### src/rtl/led_pattern_gen_if.sv
// -----------------------------------------------------------------------------
// led_pattern_gen_if
// Control / display bundle between the board-level switch logic and the LED
// pattern engine.
//
//   mode     control -> engine  0=static, 1=blink, 2=rotate-left, 3=bounce
//   pattern  control -> engine  value captured when load is high
//   load     control -> engine  single-cycle capture strobe
//   led      engine  -> control LED drive, bit i is LED i, 1 = on
//   step     engine  -> control one-cycle pulse on every step tick
//
// master: the controlling side (drives mode/pattern/load).
// slave : the pattern engine itself.
// -----------------------------------------------------------------------------
interface led_pattern_gen_if #(
   parameter int N_LEDS = 8
);
   logic [1:0]        mode;
   logic [N_LEDS-1:0] pattern;
   logic              load;
   logic [N_LEDS-1:0] led;
   logic              step;

   modport master (
      output mode,
      output pattern,
      output load,
      input  led,
      input  step
   );

   modport slave (
      input  mode,
      input  pattern,
      input  load,
      output led,
      output step
   );
endinterface : led_pattern_gen_if

### src/rtl/led_pattern_gen.sv
// -----------------------------------------------------------------------------
// led_pattern_gen
// Timed LED pattern engine. A prescaler produces a step tick every TICK_DIV
// clocks; on each tick the blink phase toggles, the working pattern rotates
// left by one and the bounce position walks 0..N-1..0. The LED bank shows one
// of four views of that state, selected by the registered mode.
//
// Ports:
//   clk          system clock
//   rst_n        asynchronous active-low reset
//   bus (slave)  mode / pattern / load in, led / step out
//
// A load strobe or any change of mode restarts the engine (prescaler, phase,
// rotation and bounce) from a known start, and that restart wins over a tick
// landing in the same cycle.
// -----------------------------------------------------------------------------
module led_pattern_gen #(
   parameter int                N_LEDS        = 8,
   parameter int                TICK_DIV      = 12_500_000,
   parameter logic [N_LEDS-1:0] RESET_PATTERN = N_LEDS'(8'hBB)
) (
   input logic              clk,
   input logic              rst_n,
   led_pattern_gen_if.slave bus
);

   localparam int CNT_W = (TICK_DIV > 1) ? $clog2(TICK_DIV) : 1;
   localparam int POS_W = (N_LEDS > 1) ? $clog2(N_LEDS) : 1;

   localparam logic [CNT_W-1:0] CNT_LAST = CNT_W'(TICK_DIV - 1);
   localparam logic [POS_W-1:0] POS_LAST = POS_W'(N_LEDS - 1);
   localparam logic [POS_W-1:0] POS_PREV = POS_W'(N_LEDS - 2);

   localparam logic [1:0] MODE_STATIC = 2'd0;
   localparam logic [1:0] MODE_BLINK  = 2'd1;
   localparam logic [1:0] MODE_ROTATE = 2'd2;
   localparam logic [1:0] MODE_BOUNCE = 2'd3;

   // Bounce direction is the only true state machine in the engine.
   typedef enum logic {
      DIR_UP   = 1'b0,
      DIR_DOWN = 1'b1
   } dir_e;

   // Registered state and its next-state values.
   logic [CNT_W-1:0]  cnt_q,   cnt_d;
   logic              step_q,  step_d;
   logic [1:0]        mode_q,  mode_d;
   logic [N_LEDS-1:0] pat_q,   pat_d;
   logic [N_LEDS-1:0] work_q,  work_d;
   logic              phase_q, phase_d;
   logic [POS_W-1:0]  pos_q,   pos_d;
   dir_e              dir_q,   dir_d;

   logic              tick_s;
   logic              init_s;
   logic [N_LEDS-1:0] led_s;

   // Prescaler terminal count and restart request.
   always_comb begin
      tick_s = (cnt_q == CNT_LAST);
      init_s = bus.load || (bus.mode != mode_q);
   end

   // Next-state logic: restart has priority, otherwise advance on a tick.
   always_comb begin
      cnt_d   = cnt_q;
      step_d  = 1'b0;
      mode_d  = bus.mode;
      pat_d   = pat_q;
      work_d  = work_q;
      phase_d = phase_q;
      pos_d   = pos_q;
      dir_d   = dir_q;

      if (init_s) begin
         // The tick that would have fired this cycle is discarded.
         cnt_d   = {CNT_W{1'b0}};
         step_d  = 1'b0;
         phase_d = 1'b1;
         pos_d   = {POS_W{1'b0}};
         dir_d   = DIR_UP;
         if (bus.load) begin
            pat_d  = bus.pattern;
            work_d = bus.pattern;
         end else begin
            pat_d  = pat_q;
            work_d = pat_q;
         end
      end else if (tick_s) begin
         cnt_d   = {CNT_W{1'b0}};
         step_d  = 1'b1;
         phase_d = ~phase_q;
         work_d  = {work_q[N_LEDS-2:0], work_q[N_LEDS-1]};
         // Turn around at the ends so each end LED is lit for one tick only.
         if ((dir_q == DIR_UP) && (pos_q == POS_LAST)) begin
            dir_d = DIR_DOWN;
            pos_d = POS_PREV;
         end else if ((dir_q == DIR_DOWN) && (pos_q == {POS_W{1'b0}})) begin
            dir_d = DIR_UP;
            pos_d = POS_W'(1);
         end else if (dir_q == DIR_UP) begin
            dir_d = dir_q;
            pos_d = pos_q + POS_W'(1);
         end else begin
            dir_d = dir_q;
            pos_d = pos_q - POS_W'(1);
         end
      end else begin
         cnt_d  = cnt_q + CNT_W'(1);
         step_d = 1'b0;
      end
   end

   // State register; reset loads the power-up pattern and start position.
   always_ff @(posedge clk or negedge rst_n) begin
      if (!rst_n) begin
         cnt_q   <= {CNT_W{1'b0}};
         step_q  <= 1'b0;
         mode_q  <= MODE_STATIC;
         pat_q   <= RESET_PATTERN;
         work_q  <= RESET_PATTERN;
         phase_q <= 1'b1;
         pos_q   <= {POS_W{1'b0}};
         dir_q   <= DIR_UP;
      end else begin
         cnt_q   <= cnt_d;
         step_q  <= step_d;
         mode_q  <= mode_d;
         pat_q   <= pat_d;
         work_q  <= work_d;
         phase_q <= phase_d;
         pos_q   <= pos_d;
         dir_q   <= dir_d;
      end
   end

   // Display mux over registered state only, so it adds no latency.
   always_comb begin
      led_s = pat_q;
      case (mode_q)
         MODE_STATIC: led_s = pat_q;
         MODE_BLINK: begin
            if (phase_q) begin
               led_s = pat_q;
            end else begin
               led_s = {N_LEDS{1'b0}};
            end
         end
         MODE_ROTATE: led_s = work_q;
         MODE_BOUNCE: led_s = N_LEDS'(1) << pos_q;
         default:     led_s = pat_q;
      endcase
   end

   assign bus.led  = led_s;
   assign bus.step = step_q;

endmodule : led_pattern_gen

### src/flat_wrapper.sv
// flat-port wrapper written by rule: the top's interface ports become plain ports
module led_pattern_gen_flat 
#(
   parameter int                N_LEDS        = 8,
   parameter int                TICK_DIV      = 12_500_000,
   parameter logic [N_LEDS-1:0] RESET_PATTERN = N_LEDS'(8'hBB)
)
  (clk, rst_n, bus_mode, bus_pattern, bus_load, bus_led, bus_step);
  led_pattern_gen_if #(.N_LEDS(N_LEDS)) bus_i ();
  input logic clk;
  input logic rst_n;
  input wire logic [$bits(bus_i.mode)-1:0] bus_mode;
  input wire logic [$bits(bus_i.pattern)-1:0] bus_pattern;
  input wire logic [$bits(bus_i.load)-1:0] bus_load;
  output wire logic [$bits(bus_i.led)-1:0] bus_led;
  output wire logic [$bits(bus_i.step)-1:0] bus_step;
  assign bus_i.mode = bus_mode;
  assign bus_i.pattern = bus_pattern;
  assign bus_i.load = bus_load;
  assign bus_led = bus_i.led;
  assign bus_step = bus_i.step;
  led_pattern_gen #(.N_LEDS(N_LEDS), .TICK_DIV(TICK_DIV), .RESET_PATTERN(RESET_PATTERN)) u_core (.clk(clk), .rst_n(rst_n), .bus(bus_i));
endmodule
### config.mk
export PLATFORM = sky130hd
export DESIGN_NAME = led_pattern_gen_flat
export DESIGN_NICKNAME = d
export VERILOG_FILES = /design/src/rtl/led_pattern_gen_if.sv /design/src/rtl/led_pattern_gen.sv /design/src/flat_wrapper.sv
export SDC_FILE = /design/constraint.sdc
export NUM_CORES = 1
export LEC_CHECK = 0
export CORE_AREA = 5 5 73 75
export CTS_CLUSTER_DIAMETER = 50
export DETAILED_ROUTE_END_ITERATION = 16
export DIE_AREA = 0 0 78 80
export GPL_ROUTABILITY_DRIVEN = 0
export PLACE_DENSITY = 0.84
export SKIP_CTS_REPAIR_TIMING = 1
export SLEW_MARGIN = 40
export SYNTH_ARGS = -nofsm -noshare
export SYNTH_HDL_FRONTEND = slang
export SYNTH_SLANG_ARGS = --single-unit
### constraint.sdc
create_clock -name clk -period 5.34 [get_ports clk]
set_input_delay 0.801 -clock clk [delete_from_list [all_inputs] [get_ports clk]]
set_output_delay 0.801 -clock clk [all_outputs]
set_load 0.005 [all_outputs]
==> impl_metrics.csv, run 1 <==
group,metric,value,unit
placement,dp.cells,324,
critical_path,path_max_fanout,8,
yosys,syn-cell-area,2680,sq um
grt,top_usage_layer,"met2",
critical_path,critPathRequiredTime,4540,ps
final_layout,mostFrequentLayoutCells,"dfrtp_1 (35), a21oi_1 (21), clkdlybuf4s50_1 (20), nor2_1 (17), o21ai_0 (16)",
final_layout,fin_nets,292,
yosys,synth_nets,283,
timing,finalClockSkew,10.2,ps
power,power_switching,180,uW
timing,min_period,3000,ps
timing,period_share,56.2,%
timing,fmax,333,MHz
outcome,status,"complete, no violations",
placement,post-place-ws,2690,ps
yosys,synthCells,268,
final_layout,drive_above_1_share,14.7,%
timing,whs,484,ps
timing,finalHoldViolations,0,
clock_network,clock_sinks,48,
critical_path,critical_path_class,"reg2out",
placement,place_area,2870,sq um
power,internal-power,571,uW
clock_network,tritoncts.num_buffers,5,
clock_network,htree_levels,2,
power,pwr-share-seq,53.5,%
final_layout,fin_util,64.7,%
power,p_leak,1.11,nW
routing,drtAntennaViolNets,0,
run,maxCapViolations,0,
grt,grt_pass1_vias,2096,
min_path,hold_class,"in2async",
yosys,yosysSeqAreaShare,45.4,%
timing,rsz0062_at_grt,"false",
power,clockPowerShare,35.5,%
final_layout,final_area,2980,sq um
power,p_sw_share,23.9,%
yosys,synth_ff_type,"dfrtp_1",
floorplanning,row_count,25,
power,fin_total_pwr,750,uW
routing,routed_wl,5750,um
final_layout,diodes,0,
clock_network,clock-root-buffer,"clkbuf_8",
floorplanning,fp.dieH,80,um
critical_path,endpoint_kind,"primary output",
timing,relSlewSlack,56.5,%
floorplanning,die-width,78,um
yosys,synth_cell_type_count,50,
grt,grt_first_pass_wirelength,9930,um
critical_path,crit_path_start_kind,"flop",
timing,worst_pin_slew,650,ps
timing,finalSetupTns,0,ps
yosys,ys_ff_latch,48,
power,power_density,252,nW/um^2
grt,grt_max_degree,49,
yosys,synthArstFlopShare,100,%
floorplanning,core,4600,sq um
routing,drc,0,
critical_path,critPathArrivalTime,2200,ps
grt,antenna_found_initial,0,
floorplanning,design.die.area,6240,sq um
clock_network,clkLatencyLatePin,310,ps
routing,wire_per_inst,17.3,um
placement,port_buffers,21,
yosys,synth-warning-count,0,
clock_network,cts_tree,"done",
timing,setup_violations,0,
grt,grt.met2_usage,31.6,%
grt,grt.met3_usage,4.29,%
routing,viasPerCell,6.52,
routing,drt_iter0_drc,132,
grt,grt_util_all_layers,19.8,%
timing,setup_ws,2340,ps
floorplanning,ioPinCount,22,
placement,dp_hpwl,3850,um
yosys,avgSynthCellArea,10.0,sq um
yosys,synth-edff-count,0,
grt,grt_util_met1,26.5,%
power,ir_worst_vdd,0.147,mV
timing,maxSlewViolCount,0,
power,power.combinational.fraction,10.9,%
final_layout,syn_to_final_growth,11.0,%
routing,vias,2164,
final_layout,layoutNonFillerInstCount,332,
floorplanning,start_util,58.3,%
grt,grt_overflow,0,
clock_network,cts.path.max_buffers,2,
clock_network,clkTransAtPathRegs,90,ps
final_layout,mostFrequentLayoutCell,"dfrtp_1",
routing,firstDrtPassIters,4,
==> final cells by class <==
class | count | area (sq um)
well taps | 54 | 67.6
flip-flops and latches | 48 | 1220
clock inverters | 2 | 35.0
fillers | 389 | 1620
multi-input cells | 192 | 1340
clock buffers | 6 | 72.6
inverters | 9 | 33.8
repair buffers | 21 | 208
==> final timing paths <==
check | startpoint | end | slack [ps] | depth (start not counted)
setup / recovery | u_core.pos_q[0]$_DFFE_PN0P_ | bus_led[3] | 2340 | 5
hold / removal | rst_n | u_core.pos_q[1]$_DFFE_PN0P_ | 480 | 1
setup reg to reg | u_core.cnt_q[9]$_DFF_PN0_ | u_core.cnt_q[14]$_DFF_PN0_ | 3050 | 4
hold reg to reg | u_core.cnt_q[0]$_DFF_PN0_ | u_core.cnt_q[0]$_DFF_PN0_ | 490 | 1
max in group asynchronous | rst_n | u_core.cnt_q[18]$_DFF_PN0_ | 4460 | 1
min in group clk | u_core.cnt_q[0]$_DFF_PN0_ | u_core.cnt_q[0]$_DFF_PN0_ | 490 | 1
==> worst max-delay path, stage by stage, from the launching register on <==
cell	delay, ps
dfrtp_1	470
inv_1	140
or3_1	400
a21o_1	190
a21oi_1	160
clkdlybuf4s50_1	530
==> synth_stat cells (2+ instances only) <==
library cell	count	area [sq um]
inv_1	9	33.8
o22ai_1	6	37.5
xnor2_1	4	35.0
nand4_2	2	25.0
xor2_1	10	87.6
a31oi_1	2	12.5
nand2_1	9	33.8
buf_4	4	30.0
nand3_1	10	50.1
and4_1	4	35.0
a21oi_1	21	105
o21ai_1	6	30.0
or3_1	7	43.8
nand4_1	6	37.5
buf_2	6	30.0
dfstp_2	13	342
nor2_1	17	63.8
mux2_2	8	90.1
o31ai_1	8	60.1
a2bb2oi_1	8	70.1
and3_1	4	25.0
o221a_2	3	33.8
o21ai_0	16	80.1
nor3_1	5	25.0
dfrtp_1	35	876
or4_1	7	52.6
a21o_1	2	15.0
a41oi_1	8	70.1
clkbuf_1	7	26.3
==> power groups by stage <==
| stage | clock [mW] | sequential, mW | combinational, mW |
|---|---|---|---|
| floorplan | 0 | 0.401 | 0.0487 |
| global placement | 0 | 0.408 | 0.0807 |
| detailed placement | 0 | 0.408 | 0.0828 |
| CTS | 0.268 | 0.401 | 0.0831 |
| global route | 0.282 | 0.404 | 0.0908 |
| finish | 0.267 | 0.402 | 0.0821 |
==> kinds of logic after synthesis <==
| logic type | share of synthesized area, % |
|---|---|
| xor gates and xnor gates | 4.57 |
| and+or+nand+nor | 19.2 |
| DFF | 45.4 |
| buffers and inverters | 4.81 |
| AOI/OAI and AO/OA | 21.4 |
| muxes | 3.36 |
| adders and majority gates | 1.21 |
==> layer usage <==
layer / vias up / share of wire [%]
li1: 1029 / -
met1: 1069 / 45
met2: 58 / 47
met3: 8 / 6.6
met4: 0 / 1.1
met5: - / 0
==> sequential cells by signal, summed over array words and instances, names as in the netlist <==
| name | cells |
|---|---|
| u_core.bus.step | 1 |
| u_core.dir_q | 1 |
| u_core.work_q | 8 |
| u_core.pat_q | 8 |
| u_core.cnt_q | 24 |
| u_core.pos_q | 3 |
| u_core.mode_q | 2 |
| u_core.phase_q | 1 |
Power figures use the tool's default switching activity.
==> inputs of run 2 (changes only) <==
- CORE_AREA: 5 5 73 75 -> 5 5 78 80
- DIE_AREA: 0 0 78 80 -> 0 0 83 85
- PLACE_DENSITY: 0.84 -> 0.77
- clock period: 5.34 -> 2.5 ns (I/O delays scaled with it)
==> run 2 against run 1 <==
Clock skew is 3.6 ps lower; combinational power is 120% higher; largest cell class unchanged; power is 110% higher; global-route usage is 2.8 points lower; clock-buffer cell count stayed put; via count is 0.60% lower; register-to-register slack worse by 2500 ps; final cell count is 7.8% higher; highest routed layer unchanged; critical path depth stayed put; cell area is 2.9% higher; largest power group unchanged.
==> impl_metrics.csv, run 2 (same netlist as run 1, synthesis figures left out) <==
group,metric,value,unit
final_layout,syn_to_final_growth,14.2,%
grt,grt_overflow,0,
power,p_leak,1.14,nW
final_layout,mostFrequentLayoutCells,"dfrtp_1 (31), a21oi_1 (21), clkdlybuf4s50_1 (20), nor2_1 (17), o21ai_0 (16)",
final_layout,fillCellCount,488,
timing,finalClockSkew,6.63,ps
routing,drt_iter0_drc,126,
timing,rsz0062_at_grt,"false",
critical_path,critPathArrivalTime,2020,ps
critical_path,critPathRequiredTime,2120,ps
timing,min_period,2400,ps
critical_path,path_max_fanout,9,
placement,post-place-ws,340,ps
routing,wire_per_inst,16.0,um
placement,dp_hpwl,4020,um
final_layout,final_area,3060,sq um
floorplanning,row_count,27,
timing,setup_violations,0,
final_layout,diodes,0,
clock_network,tritoncts.num_buffers,5,
timing,fmax,418,MHz
min_path,hold_class,"in2async",
routing,routed_wl,5710,um
floorplanning,design.die.area,7060,sq um
final_layout,drive_above_1_share,19.9,%
final_layout,largest_reg_flops,24,
run,maxCapViolations,0,
floorplanning,core,5340,sq um
final_layout,reg_top3,"u_core.cnt_q x24, u_core.pat_q x8, u_core.work_q x8",
clock_network,clkTransAtPathRegs,90,ps
final_layout,mostFrequentLayoutCell,"dfrtp_1",
grt,grt_pass1_vias,2046,
grt,grt_max_degree,49,
floorplanning,die-width,83,um
clock_network,htree_levels,2,
clock_network,clkLatencyLatePin,300,ps
power,ir_worst_vdd,0.308,mV
routing,drc,0,
final_layout,fin_nets,300,
floorplanning,start_util,50.2,%
outcome,status,"complete, no violations",
clock_network,clock_sinks,48,
routing,drtAntennaViolNets,0,
final_layout,top_register,"u_core.cnt_q",
timing,maxSlewViolCount,0,
routing,vias,2151,
routing,firstDrtPassIters,4,
clock_network,cts_tree,"done",
timing,period_share,95.8,%
critical_path,crit_path_start_kind,"flop",
placement,port_buffers,21,
timing,relSlewSlack,60.9,%
grt,grt_util_all_layers,17.0,%
critical_path,endpoint_kind,"primary output",
grt,grt_first_pass_wirelength,9980,um
timing,finalHoldViolations,0,
power,power_density,520,nW/um^2
grt,antenna_found_initial,0,
routing,viasPerCell,6.01,
timing,worst_pin_slew,586,ps
floorplanning,fp.dieH,85,um
placement,place_area,2930,sq um
clock_network,clock-root-buffer,"clkbuf_8",
floorplanning,ioPinCount,22,
critical_path,critical_path_class,"reg2out",
timing,setup_ws,105,ps
clock_network,cts.path.max_buffers,2,
## run 2: cell types whose count changed in the layout (fill, tap and decap cells not counted), sizes merged
cell | before | now
buf | 1 | 9
## run 2: power breakdown
part           total (mW)  leakage (nW)  switching, mW  internal (mW)
Clock               0.552        0.0552          0.255          0.297
Combinational       0.184         0.483         0.0847         0.0989
Sequential          0.855         0.605         0.0276          0.828
## run 2: final timing paths
kind / from / endpoint / slack (ps) / cells after the start
max in group asynchronous: rst_n / u_core.mode_q[1]$_DFF_PN0_ / 1920 / 2
hold / removal: rst_n / u_core.pos_q[1]$_DFFE_PN0P_ / 160 / 2
setup / recovery: u_core.pos_q[1]$_DFFE_PN0P_ / bus_led[3] / 100 / 5
setup reg to reg: u_core.dir_q$_DFFE_PN0P_ / u_core.pos_q[2]$_DFFE_PN0P_ / 570 / 6
hold reg to reg: u_core.cnt_q[0]$_DFF_PN0_ / u_core.cnt_q[0]$_DFF_PN0_ / 480 / 1
min in group clk: u_core.cnt_q[0]$_DFF_PN0_ / u_core.cnt_q[0]$_DFF_PN0_ / 480 / 1
## run 2: layout make-up
class	instances	area, sq um	area share [%]
clock buffer	6	72.6	2.37
clock inverter	2	35.0	1.14
inverter	9	33.8	1.10
multi-input combinational	192	1340	43.8
sequential	48	1220	39.9
tap	72	90.1	2.94
timing repair buffer	29	265	8.67
## run 2: per-stage QoR
stage               hold slack (ps)  util (%)  setup TNS, ps  cells  power, mW
floorplan                      79.4         -              0    268      0.961
CTS                             178      57.0          -5.85    357       1.61
finish                          156      57.3              0    358       1.59
global placement                469      54.9              0    349       1.05
detailed placement              474      54.9              0    349       1.05
global route                    204      57.3              0    358       1.67
## run 2: critical path, stage by stage, from the launching register on
cell	delay (ps)
dfrtp_2	460
inv_2	80
or3_1	350
a21o_1	180
a21oi_1	130
clkdlybuf4s50_1	520
## run 2: metal layers
metal / GRT usage (%) / vias up / wire [um]
li1: - / 1047 / -
met5: 0 / - / 0
met3: 3.40 / 6 / 249
met1: 23.2 / 1052 / 2640
met2: 27.5 / 46 / 2760
met4: 5.05 / 0 / 63
